`src/rtl/mc_controller.sv`:
```
// rtl/mc_controller.sv - multi-cycle control FSM for the 16-bit accumulator processor
module mc_controller #(
  parameter int CNT_W = 16
) (
  input  logic             clk,
  input  logic             rst,
  input  logic             run,
  input  logic [2:0]       opcode,
  output logic             PCWriteCond,
  output logic             PCWrite,
  output logic             IorD,
  output logic             memRead,
  output logic             memWrite,
  output logic             IRWrite,
  output logic             memToAcc,
  output logic             accWrite,
  output logic             ALUSrcA,
  output logic             ALUSrcB,
  output logic             PCSrc,
  output logic [1:0]       ALUFunc,
  output logic             halted,
  output logic [3:0]       state_dbg,
  output logic [CNT_W-1:0] instr_count
);

  typedef enum logic [3:0] {
    S_IDLE     = 4'd0,
    S_FETCH    = 4'd1,
    S_DECODE   = 4'd2,
    S_MEM_RD   = 4'd3,
    S_LOAD_ACC = 4'd4,
    S_EXEC     = 4'd5,
    S_MEM_WR   = 4'd6,
    S_JMP      = 4'd7,
    S_JZ       = 4'd8,
    S_HALT     = 4'd9
  } state_t;

  localparam logic [2:0] OP_LDA = 3'b000;
  localparam logic [2:0] OP_STA = 3'b001;
  localparam logic [2:0] OP_ADD = 3'b010;
  localparam logic [2:0] OP_SUB = 3'b011;
  localparam logic [2:0] OP_AND = 3'b100;
  localparam logic [2:0] OP_JMP = 3'b101;
  localparam logic [2:0] OP_JZ  = 3'b110;

  localparam logic [CNT_W-1:0] CNT_ONE = {{(CNT_W-1){1'b0}}, 1'b1};

  state_t           r_state;
  logic [CNT_W-1:0] r_count;
  state_t           w_end_next;

  // Instruction-final states all return the same way: continue if run, else park.
  assign w_end_next = run ? S_FETCH : S_IDLE;

  always_ff @(posedge clk or negedge rst) begin
    if (!rst) begin
      r_state <= S_IDLE;
      r_count <= '0;
    end else begin
      case (r_state)
        S_IDLE:   r_state <= run ? S_FETCH : S_IDLE;
        S_FETCH:  r_state <= S_DECODE;
        S_DECODE: begin
          case (opcode)
            OP_LDA, OP_ADD, OP_SUB, OP_AND: r_state <= S_MEM_RD;
            OP_STA:                         r_state <= S_MEM_WR;
            OP_JMP:                         r_state <= S_JMP;
            OP_JZ:                          r_state <= S_JZ;
            default:                        r_state <= S_HALT;
          endcase
          if (r_count != '1)
            r_count <= r_count + CNT_ONE;
        end
        S_MEM_RD:   r_state <= (opcode == OP_LDA) ? S_LOAD_ACC : S_EXEC;
        S_LOAD_ACC: r_state <= w_end_next;
        S_EXEC:     r_state <= w_end_next;
        S_MEM_WR:   r_state <= w_end_next;
        S_JMP:      r_state <= w_end_next;
        S_JZ:       r_state <= w_end_next;
        S_HALT:     r_state <= S_HALT;
        default:    r_state <= S_IDLE;
      endcase
    end
  end

  // Strobes decode straight from the state register so an async reset clears them at once.
  always_comb begin
    PCWriteCond = 1'b0;
    PCWrite     = 1'b0;
    IorD        = 1'b0;
    memRead     = 1'b0;
    memWrite    = 1'b0;
    IRWrite     = 1'b0;
    memToAcc    = 1'b0;
    accWrite    = 1'b0;
    ALUSrcA     = 1'b0;
    ALUSrcB     = 1'b0;
    PCSrc       = 1'b0;
    ALUFunc     = 2'b00;
    halted      = 1'b0;
    case (r_state)
      S_FETCH: begin
        memRead = 1'b1;
        IRWrite = 1'b1;
        ALUSrcB = 1'b1;
        PCWrite = 1'b1;
      end
      S_MEM_RD: begin
        IorD    = 1'b1;
        memRead = 1'b1;
      end
      S_LOAD_ACC: begin
        memToAcc = 1'b1;
        accWrite = 1'b1;
      end
      S_EXEC: begin
        ALUSrcA  = 1'b1;
        accWrite = 1'b1;
        case (opcode)
          OP_SUB:  ALUFunc = 2'b01;
          OP_AND:  ALUFunc = 2'b10;
          default: ALUFunc = 2'b00;
        endcase
      end
      S_MEM_WR: begin
        IorD     = 1'b1;
        memWrite = 1'b1;
      end
      S_JMP: begin
        PCSrc   = 1'b1;
        PCWrite = 1'b1;
      end
      S_JZ: begin
        ALUSrcA     = 1'b1;
        ALUFunc     = 2'b11;
        PCSrc       = 1'b1;
        PCWriteCond = 1'b1;
      end
      S_HALT:  halted = 1'b1;
      default: ;
    endcase
  end

  assign state_dbg   = r_state;
  assign instr_count = r_count;

endmodule

```
`config.mk`:
```
export PLATFORM = sky130hd
export DESIGN_NAME = mc_controller
export DESIGN_NICKNAME = d
export VERILOG_FILES = /design/src/rtl/mc_controller.sv
export SDC_FILE = /design/constraint.sdc
export NUM_CORES = 1
export LEC_CHECK = 0
export CORE_MARGIN = 2
export CORE_UTILIZATION = 40
export DETAILED_ROUTE_END_ITERATION = 10
export GPL_ROUTABILITY_DRIVEN = 0
export MAX_ROUTING_LAYER = met4
export PLACE_DENSITY = 0.81
export SYNTH_ARGS = -nofsm -noshare
export SYNTH_HDL_FRONTEND = slang
export SYNTH_SLANG_ARGS = --single-unit
```
`constraint.sdc`:
```
create_clock -name clk -period 1.7 [get_ports clk]
set_clock_uncertainty 0.15 [all_clocks]
set_input_delay 0.255 -clock clk [delete_from_list [all_inputs] [get_ports clk]]
set_output_delay 0.255 -clock clk [all_outputs]
set_load 0.03 [all_outputs]
```
**Word-level counts from Yosys, hierarchy flattened**

Index checks and enable logic that the tools add are counted.

- Add/subtract/negate cells: 1
- Eq/ne operators: 16
- Multiplexer cells: 17
- Reduce and logical (&&, ||, !) cells: 11

Operators with widths:

| kind | count |
|---|---|
| $pmux 4 s5 | 1 |
| $add 16x1->16 const B | 1 |
| $eq 4x3->1 const B | 4 |
| $ne 16x16->1 const B | 1 |
| $pmux 4 s4 | 1 |
| $mux 1 | 13 |
| $reduce_or 2->1 | 6 |
| $eq 3x3->1 const B | 3 |
| $eq 4x2->1 const B | 2 |
| $eq 4x4->1 const B | 2 |
| $pmux 2 s2 | 2 |
| $eq 3x2->1 const B | 2 |
| $reduce_or 6->1 | 1 |
| $eq 4x1->1 const B | 1 |
| $logic_not 4->1 | 1 |
| $reduce_or 4->1 | 1 |
| $eq 3x1->1 const B | 1 |
| $logic_not 3->1 | 1 |
| $reduce_and 2->1 | 1 |

- Register bits: 20
- Input port bits: 6
- Output and inout bits: 34
- Logic and storage cells: 47

**Longest topological paths before layout**

- Depth after elaboration: 4
- Depth in mapped cells: 6

**Least setup slack after synthesis**

No wires, ideal clock.

- Path kind: reg2out
- From: reg r_state[0], in the netlist state_dbg[0]
- To: out IRWrite
- Arrival: 2.065 ns
- Data required time: 1.295 ns
- Setup slack: -0.770 ns
- Cell stages (with the launch flop): 5
- Buffers on the path: 2
- Path through: dfrtp_1 buf_1 and2_1 nor2b_1 buf_4

- Word-level cells in the longest chain between the ends: 2

Ends and longest elaborated chain:

| item | RTL line | RTL |
|---|---|---|
| from (decl) | 49 | `state_t r_state;` |
| from (signal assigned) | 62 | `S_IDLE: r_state <= run ? S_FETCH : S_IDLE;` |
| from (signal assigned) | 75 | `S_MEM_RD: r_state <= (opcode == OP_LDA) ? S_LOAD_ACC : S_EXEC;` |
| from (signal assigned) | 76 | `S_LOAD_ACC: r_state <= w_end_next;` |
| $eq 4x1->1 | - |  |
| $mux 1 | - |  |
| to (decl) | 14 | `output logic IRWrite,` |

No other way between the ends.

**Worst setup path after layout**

- From: reg r_state[3], in the netlist state_dbg[3]
- To: out ALUFunc[0]

- Word-level cells in the longest chain between the ends: 2
- Elaborated cells on any way between the ends: 3
- Those cells by class: eq/ne (2); mux (1)

Ends and longest elaborated chain:

| item | RTL line | RTL |
|---|---|---|
| $eq 4x4->1 or $eq 4x3->1 (tied branches) | 102 | `case (r_state)` |
| $pmux 2 s2 (*) | 102 |  |
| to (decl) | 20 | `output logic [1:0] ALUFunc,` |

Mark *: on every way between the ends. The rest lies on a longest branch, timed or not.

==> metrics.yaml <==
setup_path:
  rrSetupSlack_ns: -0.37
  worst-setup-path-type: "reg2out"
  r2r_end: "instr_count[12]"
  crit_path_end_kind: "output pin"
  reg2reg_depth: 5
  critPathLaunchType: "register"
  required_ns: 1.29
  critPathMaxFanout: 2
  arrival_ns: 1.73
  r2r_start: "state_dbg[3]"
sta:
  min_period_ns: 2.13
  post-route-period-util_pct: 126
  finalSetupViolations: 30
  rsz0062_at_grt: "true"
  worst_pin_slew_ns: 0.462
  finalSetupTns_ns: -8.31
  timing.fmax_mhz: 469
  slew_headroom_pct: 69.1
  holdWs_ns: 0.0945
  maxSlewViolCount: 0
  final-hold-violation-count: 0
  fin_ws_ns: -0.434
placement:
  hpwl_um: 2560
  io_buffers: 39
  dp_slack_ns: -0.206
  place_area_um2: 1980
synthesis:
  synth-seq-cells: 20
  yosys.area.top_type_share_pct: 41.7
  synth_largest_area_cell: "dfrtp_1"
  syn_area_um2: 1200
  syn_area_per_cell_um2: 9.61
  syn_inst: 125
  yosys-top-cells-area: "dfrtp_1 (42%), xor2_1 (10%), nor4_2 (5.2%)"
  synth_cell_types: 36
  ys_seq_area_share_pct: 41.7
  yosysWarnings: 0
  synth_nets: 132
die:
  num_rows: 19
  start_util_pct: 42.8
  core_um2: 2810
  die_area_um2: 3460
  die_height_um: 58.8
  die_w_um: 58.8
  ios: 40
power_and_ir_drop:
  p_comb_share_pct: 70.3
  powerDensity_nw_per_um2: 1490
  p_clk_share_pct: 11.5
  p_switching_mw: 1.65
  internal_power_mw: 2.06
  pwr-share-seq_pct: 18.2
  netSwitchingFraction_pct: 44.5
  p_leak_nw: 1.19
  p_total_mw: 3.71
  ir_drop_mv: 1.15
outcome:
  violations: "DRC, setup timing"
  outcome: "complete, but fails checks"
finish:
  fin_nets: 227
  area_growth_pct: 107
  final-seq-area_um2: 517
  drive_gt1_share_pct: 63.9
  fill_cells: 127
  fin_area_um2: 2490
  multi_input_area_um2: 980
  antennaDiodeCount: 0
global_routing:
  grt_pass1_vias: 1399
  antenna_found_initial: 0
  grt_pass1_wl_um: 7200
  grt_overflow: 0
  grt_max_degree: 21
  grt_usage_pct: 29.5
clock_tree:
  cts_root_buf: "clkbuf_4"
  cts_htree_levels: 1
  cts_sinks: 20
  numCtsBuffers: 3
  clock_latency_ns: 0.34
  cts_tree: "built"
  ctsLongestPathBuffers: 2
  clkTransAtPathRegs_ns: 0.13
drt:
  drtIter0Drc: 92
  vias: 1403
  wl_per_cell_um: 20.6
  ant_nets: 0
  firstDrtPassIters: 9
  via_per_inst: 5.61
  drc: 2
  drt_wl_total_um: 5160
min_path:
  min_path_type: "in2async"
job:
  drv_cap: 0
-- routing by layer --
metal  global-route usage [%]  routed length, um  vias to the layer above
met5                        -                  0                        -
met3                     3.08                178                       17
li1                         -                  -                      630
met2                     51.4               2720                       53
met4                     10.1                168                        0
met1                     35.4               2100                      703
-- state kept, by name (all words and copies together), names as in the netlist --
name,cells
instr_count,16
state_dbg,4
-- worst max-delay path, stage by stage, from the launching register on --
cell     delay, ns
dfrtp_2       0.44
buf_6         0.12
nor2b_4       0.13
nand2_2       0.09
or3_4         0.34
a21oi_4       0.13
buf_6         0.14
-- power by group through the flow --
stage                     combinational [mW]  clock (mW)  sequential [mW]
after CTS                               2.32       0.410            0.665
after floorplan                        0.890           0            0.868
final                                   2.61       0.427            0.676
after detailed placement                1.71           0            0.650
after global placement                  1.67           0            0.644
after global routing                    2.71       0.443            0.683
-- final cells by class --
class / instances / share of cell area (%)
multi-input combinational: 97 / 39.4
timing repair buffer: 97 / 36.0
sequential: 20 / 20.8
tap: 31 / 1.56
clock inverter: 1 / 1.21
clock buffer: 3 / 0.905
inverter: 1 / 0.151
-- cells in the final DEF, fill, tap and decap left out, drive strengths merged, types with 2 or more instances in the layout --
master / n
nor3b: 3
and3: 2
clkdlybuf4s15: 5
nor3: 10
mux2: 2
nand2: 13
or4b: 2
nand2b: 2
a21oi: 7
buf: 77
nand4: 4
nor2b: 3
clkbuf: 5
xor2: 14
dlygate4sd2: 8
o21ai: 2
nor4: 5
clkdlybuf4s50: 5
nand3: 4
dfrtp: 20
nor2: 11
-- through the flow --
stage          util (%)  std cells
3_5_place_dp       70.6        226
5_1_grt            88.7        250
2_1_floorplan         -        125
6_report           88.7        250
3_3_place_gp       70.6        226
4_1_cts            85.9        245
-- cells by family after synthesis --
group | count (synthesis) | synth area share, %
DFF | 20 | 41.7
xor gates and xnor gates | 15 | 10.9
adders and majority gates | 1 | 1.04
muxes | 3 | 2.71
buffers and inverters | 8 | 4.27
AOI/OAI and AO/OA | 13 | 6.35
and+or+nand+nor | 65 | 33.0
-- cells in the mapped netlist --
cell type / instances
dfrtp_1: 20
xor2_1: 14
nand2_1: 13
nor2_1: 11
nor3_1: 10
a21oi_1: 7
nor4_2: 5
nand3_1: 4
nand4_1: 4
nor2b_1: 3
nor3b_1: 3
and3_1: 2
buf_2: 2
buf_6: 2
mux2_2: 2
nand2b_1: 2
o21ai_0: 2
a21o_1: 1
a31o_2: 1
and2_1: 1
and3b_1: 1
and4_1: 1
buf_1: 1
buf_4: 1
clkbuf_1: 1
ha_1: 1
inv_1: 1
mux2i_1: 1
nand3b_4: 1
nor4b_1: 1
o21a_1: 1
o31ai_1: 1
or3_1: 1
or4b_1: 1
or4b_4: 1
xnor2_1: 1
-- what timing repair did --
| item | in CTS | in global routing |
|---|---|---|
| cloned | 1 | 0 |
| setup buffers | 14 | 6 |
| pin swaps | 27 | 20 |
| endpoints found under the setup margin | 49 | 40 |
| hold buffers | 0 | 0 |
| gates resized for setup | 90 | 33 |
-- how the worst max path moves through the flow --
stage            startpoint               to  cells after the start
6_report       state_dbg[3]       ALUFunc[0]                      6
3_3_place_gp   state_dbg[0]  instr_count[15]                      4
3_5_place_dp   state_dbg[0]   instr_count[7]                      4
5_1_grt        state_dbg[3]       ALUFunc[0]                      6
2_1_floorplan  state_dbg[2]  instr_count[12]                      5
4_1_cts        state_dbg[3]       ALUFunc[0]                      6
Note: power is estimated with default switching activity, not from simulation.
==> patch 1 (config.mk and constraints unchanged) <==
`CNT_W`: 16 -> 32.
--- a/src/rtl/mc_controller.sv
+++ b/src/rtl/mc_controller.sv
@@ -1,5 +1,5 @@
 // rtl/mc_controller.sv - multi-cycle control FSM for the 16-bit accumulator processor
 module mc_controller #(
-  parameter int CNT_W = 16
+  parameter int CNT_W = 32
 ) (
   input  logic             clk,
Interface: changed (resized instr_count); port bits go from 40 to 56. The function was not compared with the original's and may differ.
==> patch 1 against the original RTL <==
  * The flow finishes with violations (setup timing)
  * Largest cell class unchanged
  * Combinational power grew 8.0%
  * Cell count is 69% higher
  * Sequential power increased by 60%
  * Sequential cell count grew 16
  * Setup slack worse by 55 ps
  * Design area grew 61%
  * Register-to-register slack worse by 110 ps
  * Routed wire length increased by 76%
  * Via count is 74% higher
  * Hold slack improved by 67 ps
  * Global-route usage grew 1.5 points
  * Total power increased by 23%
  * Area after synthesis grew 66%
==> patch 1: results (changes against the original RTL) <==
* Status: finished, violations left (unchanged)
* Post-synthesis compound-gate area fraction at 0.0471 (was 0.0635)
* Largest net degree at the start of global routing at 37 (was 21)
* Syn nets at 206 (was 132)
* #MultiIn Comb at 155 (was 97)
* Met1 wire length at 3550 um (was 2100 um)
* R2r setup slk at -480 ps (was -370 ps)
* Worst EP arrival at 1780 ps (was 1730 ps)
* Sequential cell area at 917 sq um (was 517 sq um)
* Final HPWL DP at 4250 um (was 2560 um)
* Worst Max-Slew Pin Slew at 458 ps (was 462 ps)
* Post-Synth Adder-Cell Area at 0.00627 (was 0.0104)
* Clock share of power at 0.146 (was 0.115)
* Nonclk inv count at 2 (was 1)
* RR Endpoint: instr_count[29] (was instr_count[12])
* Worst slack, placed at -222 ps (was -206 ps)
* XOR/XNOR Fraction of Synth Area at 0.132 (was 0.109)
* Placed insts at 381 (was 226)
* GR Util met2 at 0.506 (was 0.514)
* CTS H-tree depth at 2 (was 1)
* Grt met3 use at 0.0589 (was 0.0308)
* Post-CTS Setup Bufs at 25 (was 14)
* Met1 Use GR at 0.357 (was 0.354)
* Final #Nets at 361 (was 227)
* Crit. Startpoint: state_dbg[0] (was state_dbg[3])
* Failing checks: setup timing (was DRC, setup timing)
* Sink Count at 36 (was 20)
* Via count at 2444 (was 1403)
* Internal power at 2.67 mW (was 2.06 mW)
* Wire per inst at 21.5 um (was 20.6 um)
* TritonCTS buffer count at 5 (was 3)
* Drt initial violations at 228 (was 92)
* Clock buffers and inverters, area share at 0.0224 (was 0.0211)
* P_comb at 2.82 mW (was 2.61 mW)
* Tapcells at 67 (was 31)
* Filler cells at 228 (was 127)
* Setup tns final at -15810 ps (was -8310 ps)
* DP Area at 0.00323 sq mm (was 0.00198 sq mm)
* Area taken by multi-input logic gates at 0.00150 sq mm (was 980 sq um)
* Layout cells sized above 1 at 0.577 (was 0.639)
* Static Leak at 1.93 nW (was 1.19 nW)
* CTS resizes at 108 (was 90)
* Reg2Reg Depth at 6 (was 5)
* Final setup fails at 50 (was 30)
* Clk_lat worst skew at 310 ps (was 340 ps)
* Synth top area cells: dfrtp_1 (45%), xnor2_1 (9.2%), nand4_1 (6.0%) (was dfrtp_1 (42%), xor2_1 (10%), nor4_2 (5.2%))
* Critical-path top delay cell: or4b_4 (was dfrtp_2)
* Tcrit/Tclk final at 1.29 (was 1.26)
* Combinational share of power at 0.618 (was 0.703)
* Largest register FFs at 32 (was 16)
* Synth top cells by count: dfrtp_1 (36), xnor2_1 (21), nand2_1 (19), nand4_1 (19), nor2_1 (17) (was dfrtp_1 (20), xor2_1 (14), nand2_1 (13), nor2_1 (11), nor3_1 (10))
* Initial DRT Pass Iterations at 5 (was 9)
* CP max stage delay at 640 ps (was 440 ps)
* I/O Buffers at 55 (was 39)
* Final worst slack at -489 ps (was -434 ps)
* Buffers, non-clock at 154 (was 97)
## patch 1: cell count changes after synthesis, moves of 3 or more
| cell | before | now |
|---|---|---|
| nand3_1 | 4 | 14 |
| nor2b_1 | 3 | 0 |
| and4_1 | 1 | 5 |
| xor2_1 | 14 | 9 |
| nor2_1 | 11 | 17 |
| nand4_1 | 4 | 19 |
| xnor2_1 | 1 | 21 |
| dfrtp_1 | 20 | 36 |
| a21oi_1 | 7 | 2 |
| nand2_1 | 13 | 19 |
| nor4_2 | 5 | 1 |
## patch 1: worst min path at each step
stage               startpoint         endpoint  slack [ps]
4_1_cts                    rst   instr_count[8]         200
5_1_grt                    rst   instr_count[7]         180
6_report                   rst   instr_count[7]         160
3_5_place_dp   instr_count[15]  instr_count[15]         390
3_3_place_gp   instr_count[31]  instr_count[31]         390
2_1_floorplan              rst   instr_count[0]        -190
==> patch 2 (config.mk and constraints unchanged) <==
Without the edit above. Put a register stage on the output `PCSrc`, cleared by the reset. The value now appears one clock later. The other outputs are not delayed to match.
--- a/src/rtl/mc_controller.sv
+++ b/src/rtl/mc_controller.sv
@@ -46,4 +46,6 @@
 
   localparam logic [CNT_W-1:0] CNT_ONE = {{(CNT_W-1){1'b0}}, 1'b1};
+
+  logic PCSrc_d;
 
   state_t           r_state;
@@ -97,5 +99,5 @@
     ALUSrcA     = 1'b0;
     ALUSrcB     = 1'b0;
-    PCSrc       = 1'b0;
+    PCSrc_d     = 1'b0;
     ALUFunc     = 2'b00;
     halted      = 1'b0;
@@ -129,5 +131,5 @@
       end
       S_JMP: begin
-        PCSrc   = 1'b1;
+        PCSrc_d = 1'b1;
         PCWrite = 1'b1;
       end
@@ -135,5 +137,5 @@
         ALUSrcA     = 1'b1;
         ALUFunc     = 2'b11;
-        PCSrc       = 1'b1;
+        PCSrc_d     = 1'b1;
         PCWriteCond = 1'b1;
       end
@@ -146,4 +148,12 @@
   assign instr_count = r_count;
 
+  always_ff @(posedge clk or negedge rst) begin
+    if (!rst) begin
+      PCSrc <= '0;
+    end else begin
+      PCSrc <= PCSrc_d;
+    end
+  end
+
 endmodule
 
Check against the original RTL: not equivalent (a bounded check fails within 4 cycles, from zero or initial values and one cycle with rst low).
==> patch 2 against the original RTL <==
  * The run ends with setup timing left
  * Non-clock buffer count is 6 lower
  * Design area is 4.4% lower
  * Total power is 9.6% lower
  * Sequential cell count is 1 higher
  * Area after synthesis is 1.6% lower
  * Sequential share of layout area is 1.8 points higher
  * Routed wire length is 5.0% lower
  * Setup slack better by 4.4 ps
  * Clock power is 38% lower
  * Largest power group unchanged
  * Highest routed layer unchanged
==> patch 2: results (changes against the original RTL) <==
* Drt initial violations at 49 (was 92)
* Ys Warns at 0 (unchanged)
* Status: finished, violations left (unchanged)
* Final #Nets at 220 (was 227)
* Initial DRT Pass Iterations at 4 (was 9)
* GRT Overall Usage at 0.278 (was 0.295)
* Worst Max-Slew Pin Slew at 357 ps (was 462 ps)
* Sequential element share of the synthesized area at 0.444 (was 0.417)
* I/O Buffers at 39 (unchanged)
* First-pass GRT wire length at 6880 um (was 7200 um)
* Most frequent cell after synthesis: dfrtp_1 (unchanged)
* Wire per inst at 20.2 um (was 20.6 um)
* DP Area at 0.00196 sq mm (was 0.00198 sq mm)
* Filler cells at 137 (was 127)
* Crit. Startpoint: state_dbg[2] (was state_dbg[3])
* Peak VDD IR at 1.45 mV (was 1.15 mV)
* Layout cells sized above 1 at 0.599 (was 0.639)
* CTS clk-pin slew, worst paths at 130 ps (about the same)
* Switching share of power at 0.459 (was 0.445)
* Final worst slack at -429 ps (was -434 ps)
* WL met3 at 231 um (was 178 um)
* Max FO, Critical Path at 5 (was 2)
* Synth top area cells: dfrtp_1 (44%), xor2_1 (10%), nand4_1 (3.7%) (was dfrtp_1 (42%), xor2_1 (10%), nor4_2 (5.2%))
* Reg2Reg Depth at 4 (was 5)
* Diode count at 0 (unchanged)
* Static Leak at 1.12 nW (was 1.19 nW)
* R2r setup slk at -390 ps (was -370 ps)
* Final HPWL DP at 2530 um (was 2560 um)
* RR Endpoint: instr_count[12] (unchanged)
* Worst EP arrival at 1720 ps
* CTS H-tree depth at 1 (unchanged)
* Met1 wire length at 1850 um (was 2100 um)
* Synth top cells by count: dfrtp_1 (21), xor2_1 (14), nor2_1 (10), nand2_1 (9) (was dfrtp_1 (20), xor2_1 (14), nand2_1 (13), nor2_1 (11), nor3_1 (10))
* Largest net degree at the start of global routing at 22 (was 21)
* Top Layer Used: met4 (unchanged)
* CP endpoint: ALUSrcA (was ALUFunc[0])
* Met2 routed WL at 2650 um (was 2720 um)
* Initial antenna violation count at 0 (unchanged)
* Final setup fails at 29 (was 30)
* Via/cell ratio at 5.73 (was 5.61)
* Failing checks: setup timing (was DRC, setup timing)
* Clk_lat worst skew at 320 ps (was 340 ps)
* Vias in the first global route at 1462 (was 1399)
* Syn nets at 131 (was 132)
* Yosys cell types at 35 (was 36)
[patch 2: stage by stage]
stage / std cells / worst slack (ps) / TNS (ps)
floorplan: 124 / -521 / -5480
global placement: 223 / -303 / -2390
detailed placement: 223 / -349 / -3360
CTS: 241 / -368 / -7190
global route: 243 / -441 / -8980
finish: 243 / -429 / -7720
[patch 2: metal layers]
metal,global-route usage,vias to the layer above
met5,-,-
met2,0.491,64
li1,-,619
met1,0.294,693
met4,0.169,0
met3,0.0352,16
[patch 2: final cells by class]
| type | count | area, sq um | area share |
|---|---|---|---|
| Sequential cell | 21 | 537 | 0.226 |
| Clock buffer | 3 | 22.5 | 0.00947 |
| Tap cell | 31 | 38.8 | 0.0163 |
| Clock inverter | 1 | 5.00 | 0.00210 |
| Timing Repair Buffer | 91 | 837 | 0.352 |
| Multi-Input combinational cell | 95 | 935 | 0.393 |
| Inverter | 1 | 3.75 | 0.00158 |
[patch 2: logic make-up after synthesis]
kind of cell,Yosys count,share of synthesized area
adders and majority gates,1,0.0106
AOI/OAI and AO/OA,14,0.0688
xor gates and xnor gates,14,0.104
and+or+nand+nor,63,0.308
muxes,3,0.0275
DFF,21,0.444
buffers and inverters,8,0.0370
[patch 2: worst min path at each step]
stage	from	to	slack, ps
4_1_cts	rst	instr_count[15]	120
5_1_grt	rst	instr_count[12]	130
6_report	rst	instr_count[12]	110
3_3_place_gp	instr_count[3]	instr_count[3]	360
2_1_floorplan	rst	PCSrc	-190
3_5_place_dp	instr_count[3]	instr_count[3]	370
[patch 2: power groups by stage]
stage	clock (mW)	sequential (mW)	combinational, mW
5_1_grt	0.280	0.711	2.47
4_1_cts	0.249	0.679	2.21
3_5_place_dp	0	0.679	1.68
6_report	0.263	0.704	2.39
2_1_floorplan	0	0.902	0.852
3_3_place_gp	0	0.668	1.64
[patch 2: worst max-delay path: stages, from the launching register on]
cell and delay [ps]:
dfrtp_2 460, buf_6 140, or3b_4 480, a21oi_4 180, buf_6 150
[patch 2: what timing repair did]
action / CTS / global route
endpoints found under the setup margin: 50 / 34
buffers inserted: 13 / 2
pin swaps: 13 / 26
resized for setup: 72 / 22
gates cloned: 1 / 0
